File: config.mk
export PLATFORM = sky130hd
export DESIGN_NAME = alu_mc
export DESIGN_NICKNAME = d
export VERILOG_FILES = /design/src/rtl/alu_mc.sv
export SDC_FILE = /design/constraint.sdc
export NUM_CORES = 1
export LEC_CHECK = 0
export BUFFER_PORTS_ARGS = -buffer_cell sky130_fd_sc_hd__buf_2
export CAP_MARGIN = 40
export CORE_ASPECT_RATIO = 2
export CORE_MARGIN = 2
export CORE_UTILIZATION = 49
export CTS_CLUSTER_SIZE = 24
export DETAILED_ROUTE_END_ITERATION = 16
export HOLD_SLACK_MARGIN = 0.06
export PLACE_DENSITY = 0.7
export SKIP_CTS_REPAIR_TIMING = 1
export SLEW_MARGIN = 20
export SYNTH_ARGS = -nofsm -noshare
export SYNTH_HDL_FRONTEND = slang
export SYNTH_SLANG_ARGS = --single-unit
File: constraint.sdc
create_clock -name clk -period 3.3 [get_ports clk]
set_input_delay 0.66 -clock clk [delete_from_list [all_inputs] [get_ports clk]]
set_output_delay 0.66 -clock clk [all_outputs]
set_load 0.05 [all_outputs]
File: src/rtl/alu_mc.sv
// Multi-cycle integer ALU: single-cycle add/sub/and/or, iterative shift-add multiply
// and restoring unsigned divide/remainder, with valid/ready handshakes on both sides.
module alu_mc #(
  parameter int WIDTH = 32,
  parameter int CNT_W = $clog2(WIDTH) + 1
) (
  input  logic             clk,
  input  logic             reset,
  input  logic             in_valid,
  output logic             in_ready,
  input  logic [WIDTH-1:0] a,
  input  logic [WIDTH-1:0] b,
  input  logic [2:0]       ALUControl,
  output logic             out_valid,
  input  logic             out_ready,
  output logic [WIDTH-1:0] Result,
  output logic [3:0]       ALUFlags
);

  typedef enum logic [1:0] {IDLE, BUSY, DONE} state_t;
  typedef enum logic [2:0] {
    OP_ADD  = 3'b000,
    OP_SUB  = 3'b001,
    OP_AND  = 3'b010,
    OP_ORR  = 3'b011,
    OP_MUL  = 3'b100,
    OP_UDIV = 3'b101,
    OP_UREM = 3'b110,
    OP_RSV  = 3'b111
  } op_t;

  state_t           state_q, state_d;
  op_t              op_q, op_d;
  logic [CNT_W-1:0] cnt_q, cnt_d;
  logic [WIDTH-1:0] opa_q, opa_d;   // multiplicand (MUL) or dividend/quotient shifter (DIV)
  logic [WIDTH-1:0] opb_q, opb_d;   // multiplier (MUL) or divisor (DIV)
  logic [WIDTH-1:0] acc_q, acc_d;   // product accumulator (MUL) or partial remainder (DIV)
  logic [WIDTH-1:0] res_q, res_d;
  logic [3:0]       flags_q, flags_d;

  // Single-cycle datapath
  logic             sub;
  logic [WIDTH-1:0] b_eff;
  logic [WIDTH:0]   sum;
  logic [WIDTH-1:0] alu_res;
  logic             alu_c, alu_v;

  always_comb begin
    sub     = (op_t'(ALUControl) == OP_SUB);
    b_eff   = sub ? ~b : b;
    sum     = {1'b0, a} + {1'b0, b_eff} + (WIDTH+1)'(sub);
    alu_res = '0;
    alu_c   = 1'b0;
    alu_v   = 1'b0;
    case (op_t'(ALUControl))
      OP_ADD, OP_SUB: begin
        alu_res = sum[WIDTH-1:0];
        alu_c   = sum[WIDTH];
        alu_v   = ~(a[WIDTH-1] ^ b[WIDTH-1] ^ sub) & (a[WIDTH-1] ^ sum[WIDTH-1]);
      end
      OP_AND:  alu_res = a & b;
      OP_ORR:  alu_res = a | b;
      default: alu_res = '0;
    endcase
  end

  // One iteration of the multi-cycle ops
  logic [WIDTH-1:0] mul_acc;
  logic [WIDTH:0]   rem_sh;
  logic [WIDTH:0]   trial;
  logic             ge;
  logic [WIDTH-1:0] rem_n, quo_n, fin_res;
  logic             div_zero;

  always_comb begin
    mul_acc = acc_q + (opb_q[0] ? opa_q : '0);
    rem_sh  = {1'b0, acc_q[WIDTH-1:0], opa_q[WIDTH-1]} >> 0;
    rem_sh  = {acc_q, opa_q[WIDTH-1]};
    trial   = rem_sh - {1'b0, opb_q};
    // Borrow out of the trial subtraction means the divisor did not fit.
    ge      = ~trial[WIDTH];
    rem_n   = ge ? trial[WIDTH-1:0] : rem_sh[WIDTH-1:0];
    quo_n   = {opa_q[WIDTH-2:0], ge};
    div_zero = (opb_q == '0);
    case (op_q)
      OP_MUL:  fin_res = mul_acc;
      OP_UDIV: fin_res = quo_n;
      default: fin_res = rem_n;
    endcase
  end

  always_comb begin
    state_d = state_q;
    op_d    = op_q;
    cnt_d   = cnt_q;
    opa_d   = opa_q;
    opb_d   = opb_q;
    acc_d   = acc_q;
    res_d   = res_q;
    flags_d = flags_q;
    case (state_q)
      IDLE: begin
        if (in_valid) begin
          op_d = op_t'(ALUControl);
          case (op_t'(ALUControl))
            OP_MUL, OP_UDIV, OP_UREM: begin
              opa_d   = a;
              opb_d   = b;
              acc_d   = '0;
              cnt_d   = '0;
              state_d = BUSY;
            end
            default: begin
              res_d   = alu_res;
              flags_d = {alu_res[WIDTH-1], (alu_res == '0), alu_c, alu_v};
              state_d = DONE;
            end
          endcase
        end
      end
      BUSY: begin
        cnt_d = cnt_q + 1'b1;
        if (op_q == OP_MUL) begin
          acc_d = mul_acc;
          opa_d = opa_q << 1;
          opb_d = opb_q >> 1;
        end else begin
          acc_d = rem_n;
          opa_d = quo_n;
        end
        if (cnt_q == CNT_W'(WIDTH - 1)) begin
          res_d   = fin_res;
          flags_d = {fin_res[WIDTH-1], (fin_res == '0), 1'b0,
                     (op_q != OP_MUL) && div_zero};
          state_d = DONE;
        end
      end
      DONE: begin
        if (out_ready) state_d = IDLE;
      end
      default: state_d = IDLE;
    endcase
  end

  always_ff @(posedge clk or negedge reset) begin
    if (!reset) begin
      state_q <= IDLE;
      op_q    <= OP_ADD;
      cnt_q   <= '0;
      opa_q   <= '0;
      opb_q   <= '0;
      acc_q   <= '0;
      res_q   <= '0;
      flags_q <= '0;
    end else begin
      state_q <= state_d;
      op_q    <= op_d;
      cnt_q   <= cnt_d;
      opa_q   <= opa_d;
      opb_q   <= opb_d;
      acc_q   <= acc_d;
      res_q   <= res_d;
      flags_q <= flags_d;
    end
  end

  assign in_ready  = (state_q == IDLE);
  assign out_valid = (state_q == DONE);
  assign Result    = res_q;
  assign ALUFlags  = flags_q;

endmodule

==> results of run 1 <==
## metal layers
layer,vias to the layer above,share of wire [%]
met2,925,50
met4,0,8.1
met5,-,0
met3,296,5.9
li1,8129,-
met1,8485,36
## how the worst max path moves through the flow
stage                             end  slack, ps  cells past startpoint
after floorplan           ALUFlags[2]      -1280                     22
after global placement    ALUFlags[2]      -1300                     19
after detailed placement  ALUFlags[2]      -1380                     19
after CTS                 ALUFlags[2]      -1090                     17
after global routing      ALUFlags[2]      -1070                     19
final                     ALUFlags[2]       -940                     20
## kinds of logic after synthesis
family / Yosys count / synth area share, %
adders and majority gates: 130 / 11.21
and+or+nand+nor: 691 / 22.22
muxes: 38 / 2.776
DFF: 142 / 24.87
xor gates and xnor gates: 118 / 7.234
buffers and inverters: 165 / 4.536
AOI/OAI and AO/OA: 595 / 27.16
## state kept, by name, indices dropped and copies added, names as in the netlist
signal and flops:
ALUFlags 3, acc_q 32, Result 32, cnt_q 6, opa_q 32, op_q 3
opb_q 32, state_q 2
## final cells by class
class | instances | share of cell area, %
Clock buffer | 24 | 2.205
Clock inverter | 8 | 0.4810
Inverter | 54 | 0.9277
Multi-Input combinational cell | 1572 | 52.04
Sequential cell | 142 | 16.26
Tap cell | 360 | 2.062
Timing Repair Buffer | 751 | 26.02
## power breakdown
part           switching, mW  internal, mW  leakage, nW
combinational           12.2          10.6         8.46
clock                  0.807          1.18        0.277
sequential             0.595          2.58         1.72
total                   13.6          14.3         10.5
## stage by stage
| step | cell area [µm²] | power [mW] | cells | utilization, % |
|---|---|---|---|---|
| after floorplan | 14540 | 13.34 | 1879 | - |
| after global placement | 19470 | 21.76 | 2817 | 67.76 |
| after detailed placement | 19470 | 22.13 | 2817 | 67.76 |
| after CTS | 20060 | 24.23 | 2849 | 69.80 |
| after global routing | 21850 | 29.45 | 2911 | 76.03 |
| final | 21850 | 27.94 | 2911 | 76.03 |
## layout by cell type, fill, tap and decap left out, types with 9 or more instances in the layout
cell type,synthesis,final
nand4_1,18,18
nand2b_1,16,15
and2_1,40,36
o21ai_0,131,76
and3_1,20,18
nor3_1,28,19
buf_6,2,28
mux2i_1,28,18
nand3_1,22,17
a211oi_1,25,12
clkbuf_16,0,19
nor3_2,1,9
buf_12,0,9
buf_2,7,105
a32o_1,15,15
xor2_2,0,11
xor2_1,79,66
a31oi_1,85,78
nand2_1,314,305
o21ai_2,0,18
xnor2_1,39,37
o211ai_1,23,23
o21ai_1,1,37
nor2_1,155,147
a21oi_2,1,34
inv_1,53,52
o21bai_1,12,10
nor4_1,13,11
a211oi_2,0,9
buf_4,1,601
dfrtp_1,142,142
ha_1,108,100
nor2b_1,13,9
maj3_1,19,19
a21oi_1,138,101
a21o_1,32,32
or3_1,11,11
o21a_1,16,14
==> flow_summary.json, run 1 <==
{
  "status": "finished with violations",
  "violations": "setup timing",
  "grt_pass1_wl_mm": 87.35,
  "cp-startpoint": "ALUControl[1]",
  "synth_top_area_share_pct": 24.87,
  "power_density_mw_per_mm2": 1279,
  "cts.path.max_buffers": 2,
  "gr-usage-met1_pct": 40.00,
  "grt.total_usage_pct": 35.86,
  "cts-root-buf": "clkbuf_16",
  "whs_ps": 234.6,
  "synth.distinct_cells": 92,
  "vias_per_cell": 6.127,
  "r2r_start": "opa_q[31]",
  "io_buffers": 108,
  "netlist_top_cells_count": "nand2_1 (314), nor2_1 (155), dfrtp_1 (142)",
  "syn_inst": 1879,
  "syn_area_per_cell_um2": 7.604,
  "finalSetupTns_ps": -14540,
  "grt_pass1_vias": 17250,
  "crit_family": "simple AND/OR/NAND/NOR gates",
  "setup_slack_ps": -943.7,
  "cts_max_level": 4,
  "ys_seq_area_share_pct": 24.87,
  "rows": 88,
  "dominantRegCellSynth": "dfrtp_1",
  "io_pins": 109,
  "path_class": "in -> reg",
  "cts_buffers": 17,
  "synthToLayoutAreaGrowth_pct": 52.92,
  "post-route-min-period_ps": 4244,
  "critical_path.cell_chain": "buf_8 -> nor2_4 -> and2_4 -> clkbuf_16 -> buf_4 -> xor2_1 -> ha_1 -> nand2_1 -> or3_1 -> o21ba_4 -> o21a_4 -> or4b_4 -> a31oi_4 -> xnor2_2 -> a2111oi_2 -> buf_4 -> nand4_1 -> and4b_1 -> a32oi_1 -> o31ai_1",
  "first_iter_violations": 1264,
  "tightest_slew_ps": 760.7,
  "detailed_place_hpwl_mm": 45.66,
  "dp_slack_ps": -1378,
  "synth_nets": 2061,
  "hold_violations": 0,
  "clock_skew_ps": 9.226,
  "async_reset_ff_share_pct": 100.0,
  "synth_top_cell_by_area": "dfrtp_1",
  "ys_top_cells_by_area": "dfrtp_1 (25%), ha_1 (9.5%), nand2_1 (8.2%)",
  "drv_slew": 0,
  "grt_util_met3_pct": 2.872,
  "peakVddDrop_v": 0.0005714,
  "yosys_warnings": 0,
  "vias": 17840,
  "ant_nets": 0,
  "syn_area_mm2": 0.01429,
  "core_area_mm2": 0.02874,
  "worst_path_max_delay_cell": "or4b_4",
  "hold_path.class": "in -> async",
  "cp.required_ps": 3640,
  "multi_input_area_mm2": 0.01137,
  "grt-ovfl-total": 0,
  "n_antenna_cell": 0,
  "die_area_mm2": 0.03062,
  "synthMostInstantiatedCell": "nand2_1",
  "clkLatencyLatePin_ps": 450,
  "ys_ff_latch": 142,
  "drc": 0,
  "cts_tree": "yes",
  "top_usage_layer": "met2",
  "fin_crit_sh_pct": 128.6,
  "synth_edf_count": 0,
  "r2r_end": "ALUFlags[2]",
  "wl_per_cell_um": 20.92,
  "p_leak_nw": 10.45,
  "cpMostUsedCell": "buf_4",
  "slowest_delay_ps": 500,
  "cp_num_buf_inv": 4,
  "drt-total-wl_mm": 60.88,
  "worstRegToRegCells": 18,
  "rsz0062_at_grt": "yes",
  "seq_area_mm2": 0.003553,
  "place_congestion": 0.9923,
  "worst_setup_path_end_kind": "register",
  "drv_cap": 0,
  "final_nets": 2720,
  "nFillCells": 2059,
  "arrival_ps": 4590,
  "die_w_um": 124.7,
  "slew_headroom_pct": 48.82,
  "timing.fmax_mhz": 235.6,
  "grt_max_degree": 77,
  "crit_path_start_kind": "input port",
  "grt_util_met2_pct": 64.93,
  "setup_violations": 55,
  "r2r_slack_ps": -920,
  "grt_antenna_before_repair": 0,
  "die_h_um": 245.5,
  "initial_utilization_pct": 49.72,
  "drive_above_1_share_pct": 39.79,
  "cp_max_fo": 6,
  "cts.clk_slew.worst_paths_ps": 60,
  "dr.pass1.iters": 6,
  "clock_sinks": 142
}
Power figures use the tool's default switching activity.
==> inputs of run 2 (changes only) <==
--- a/config.mk
+++ b/config.mk
@@ -15,6 +15,7 @@
 export HOLD_SLACK_MARGIN = 0.06
 export PLACE_DENSITY = 0.7
 export SKIP_CTS_REPAIR_TIMING = 1
+export SKIP_LAST_GASP = 1
 export SLEW_MARGIN = 20
 export SYNTH_ARGS = -nofsm -noshare
 export SYNTH_HDL_FRONTEND = slang
==> constraint.sdc (replaced) <==
create_clock -name clk -period 3.3 [get_ports clk]
set_input_delay 0.66 -clock clk [delete_from_list [all_inputs] [get_ports clk]]
set_output_delay 0.66 -clock clk [all_outputs]
set_load 0.005 [all_outputs]
==> flow_summary.json, run 2 (synthesized netlist as in run 1, its figures left out) <==
{
  "finalSetupTns_ps": -10250,
  "die_area_mm2": 0.03062,
  "crit_family": "simple AND/OR/NAND/NOR gates",
  "arrival_ps": 4410,
  "rows": 88,
  "hold_violations": 0,
  "status": "finished with violations",
  "drv_slew": 0,
  "worst_path_max_delay_cell": "or4b_4",
  "post-route-min-period_ps": 4043,
  "hold_path.class": "in -> async",
  "rsz0062_at_grt": "yes",
  "grt.total_usage_pct": 36.31,
  "peakVddDrop_v": 0.001048,
  "path_class": "in -> reg",
  "combPwrFrac_pct": 80.4,
  "initial_utilization_pct": 49.72,
  "post_dp_cell_area_mm2": 0.01939,
  "dr.pass1.iters": 7,
  "grt_max_degree": 72,
  "slowest_delay_ps": 480,
  "grt_pass1_vias": 16970,
  "p_int_mw": 14.27,
  "setup_violations": 44,
  "cp.required_ps": 3670,
  "p_sw_share_pct": 47.24,
  "detailed_place_hpwl_mm": 45.73,
  "grt_pass1_wl_mm": 87.83,
  "p_leak_nw": 10.39,
  "first_iter_violations": 1419,
  "place_congestion": 1.042,
  "worst_setup_path_end_kind": "register",
  "io_buffers": 108,
  "die_w_um": 124.7,
  "n_antenna_cell": 0,
  "critical_path.cell_chain": "buf_8 -> nor2_4 -> and2_4 -> buf_8 -> buf_12 -> xor2_1 -> ha_1 -> nand2_1 -> or3_1 -> o21ba_4 -> o21a_4 -> or4b_4 -> a31oi_2 -> xnor2_2 -> a2111oi_2 -> buf_4 -> nand4_1 -> and4b_1 -> a32oi_1 -> o31ai_1",
  "cts_buffers": 17,
  "final_cells": 2886,
  "netSwitchingPower_mw": 12.77,
  "fin_crit_sh_pct": 122.5,
  "clock_skew_ps": 8.502,
  "cts.clk_slew.worst_paths_ps": 70,
  "seqPwrFrac_pct": 11.7,
  "io_pins": 109,
  "timing.fmax_mhz": 247.3,
  "crit_path_start_kind": "input port",
  "cts_tree": "yes",
  "final_nets": 2695,
  "drc": 0,
  "wl_per_cell_um": 20.86,
  "whs_ps": 232.9,
  "core_area_mm2": 0.02874,
  "cts-root-buf": "clkbuf_16",
  "tightest_slew_ps": 866.8,
  "clkLatencyLatePin_ps": 460,
  "drv_cap": 0,
  "clock_power_share_pct": 7.8,
  "setup_slack_ps": -742.9,
  "cp_max_fo": 7,
  "dp_cells": 2805,
  "power_density_mw_per_mm2": 1234,
  "slew_headroom_pct": 42.09,
  "ant_nets": 0,
  "layout_commonest_cell": "buf_4",
  "drt-total-wl_mm": 60.20,
  "postLayoutCellArea_mm2": 0.02191,
  "clock_sinks": 142,
  "final_core_util_pct": 76.26,
  "grt_antenna_before_repair": 0,
  "cp_num_buf_inv": 4,
  "vias": 17540,
  "synthToLayoutAreaGrowth_pct": 53.38,
  "violations": "setup timing",
  "die_h_um": 245.5,
  "vias_per_cell": 6.078,
  "mostFrequentLayoutCells": "buf_4 (581), nand2_1 (309), nor2_1 (144), dfrtp_1 (142), buf_2 (105)",
  "cts_max_level": 4,
  "cts.path.max_buffers": 2,
  "grt-ovfl-total": 0,
  "drive_above_1_share_pct": 40.26,
  "cpMostUsedCell": "buf_8"
}
[run 2: cell count changes in the layout (fill, tap and decap cells not counted), moves of 5 or more]
cell     before  now
o21ai_0      76   67
o21ai_1      37   43
ha_4          7   15
a21oi_2      34   29
buf_6        28   22
buf_4       601  581
ha_1        100   89
[run 2: power groups by stage]
stage,Clock [mW],Combinational [mW],Sequential (mW)
after CTS,2.12,18.3,3.13
after detailed placement,0,18.1,3.15
after global routing,2.19,23.2,3.24
after floorplan,0,9.45,3.19
final,2.11,21.8,3.18
after global placement,0,17.9,3.11
[run 2: worst reg2reg max path, stage by stage, from the launching register on]
cell,delay [ps]
dfrtp_1,380
inv_1,70
ha_2,180
inv_2,40
fa_2,360
a21o_1,180
a311o_1,350
nand3_2,160
a311o_1,220
buf_4,140
a21oi_4,60
nor2_4,220
buf_4,200
mux2i_2,240
a21oi_1,110
nand4b_1,240
nor4_2,280
buf_4,160
nand4b_1,120
o31ai_1,200
[run 2: metrics by stage]
stage                     power, mW  setup WS (ps)
after global routing          28.62         -928.5
after detailed placement      21.29          -1313
after floorplan               12.64          -1273
after global placement        20.98          -1205
final                         27.04         -742.9
after CTS                     23.52          -1120
[run 2: routing by layer]
| layer | routed length (µm) | global-route usage (%) |
|---|---|---|
| met1 | 22220 | 40.92 |
| met2 | 30060 | 64.61 |
| met3 | 3259 | 3.916 |
| met4 | 4667 | 23.56 |
| met5 | 0 | 0 |
[run 2: worst paths after layout]
kind	from	end	slack, ps	cells after the start
min	reset	Result[11]	230	1
max in group asynchronous	reset	opa_q[31]	2230	2
max reg2reg	opa_q[31]	ALUFlags[2]	-690	19
min in group clk	out_ready	state_q[1]	470	2
max	ALUControl[2]	ALUFlags[2]	-740	20
min reg2reg	Result[8]	Result[8]	490	2
[run 2: area by class of cell]
cell class	count	area (µm²)
Tap cell	360	450.4
Clock buffer	21	480.5
Timing Repair Buffer	726	5475
Multi-Input combinational cell	1572	11600
Inverter	54	202.7
Clock inverter	11	155.1
Fill cell	2103	6823
Sequential cell	142	3553
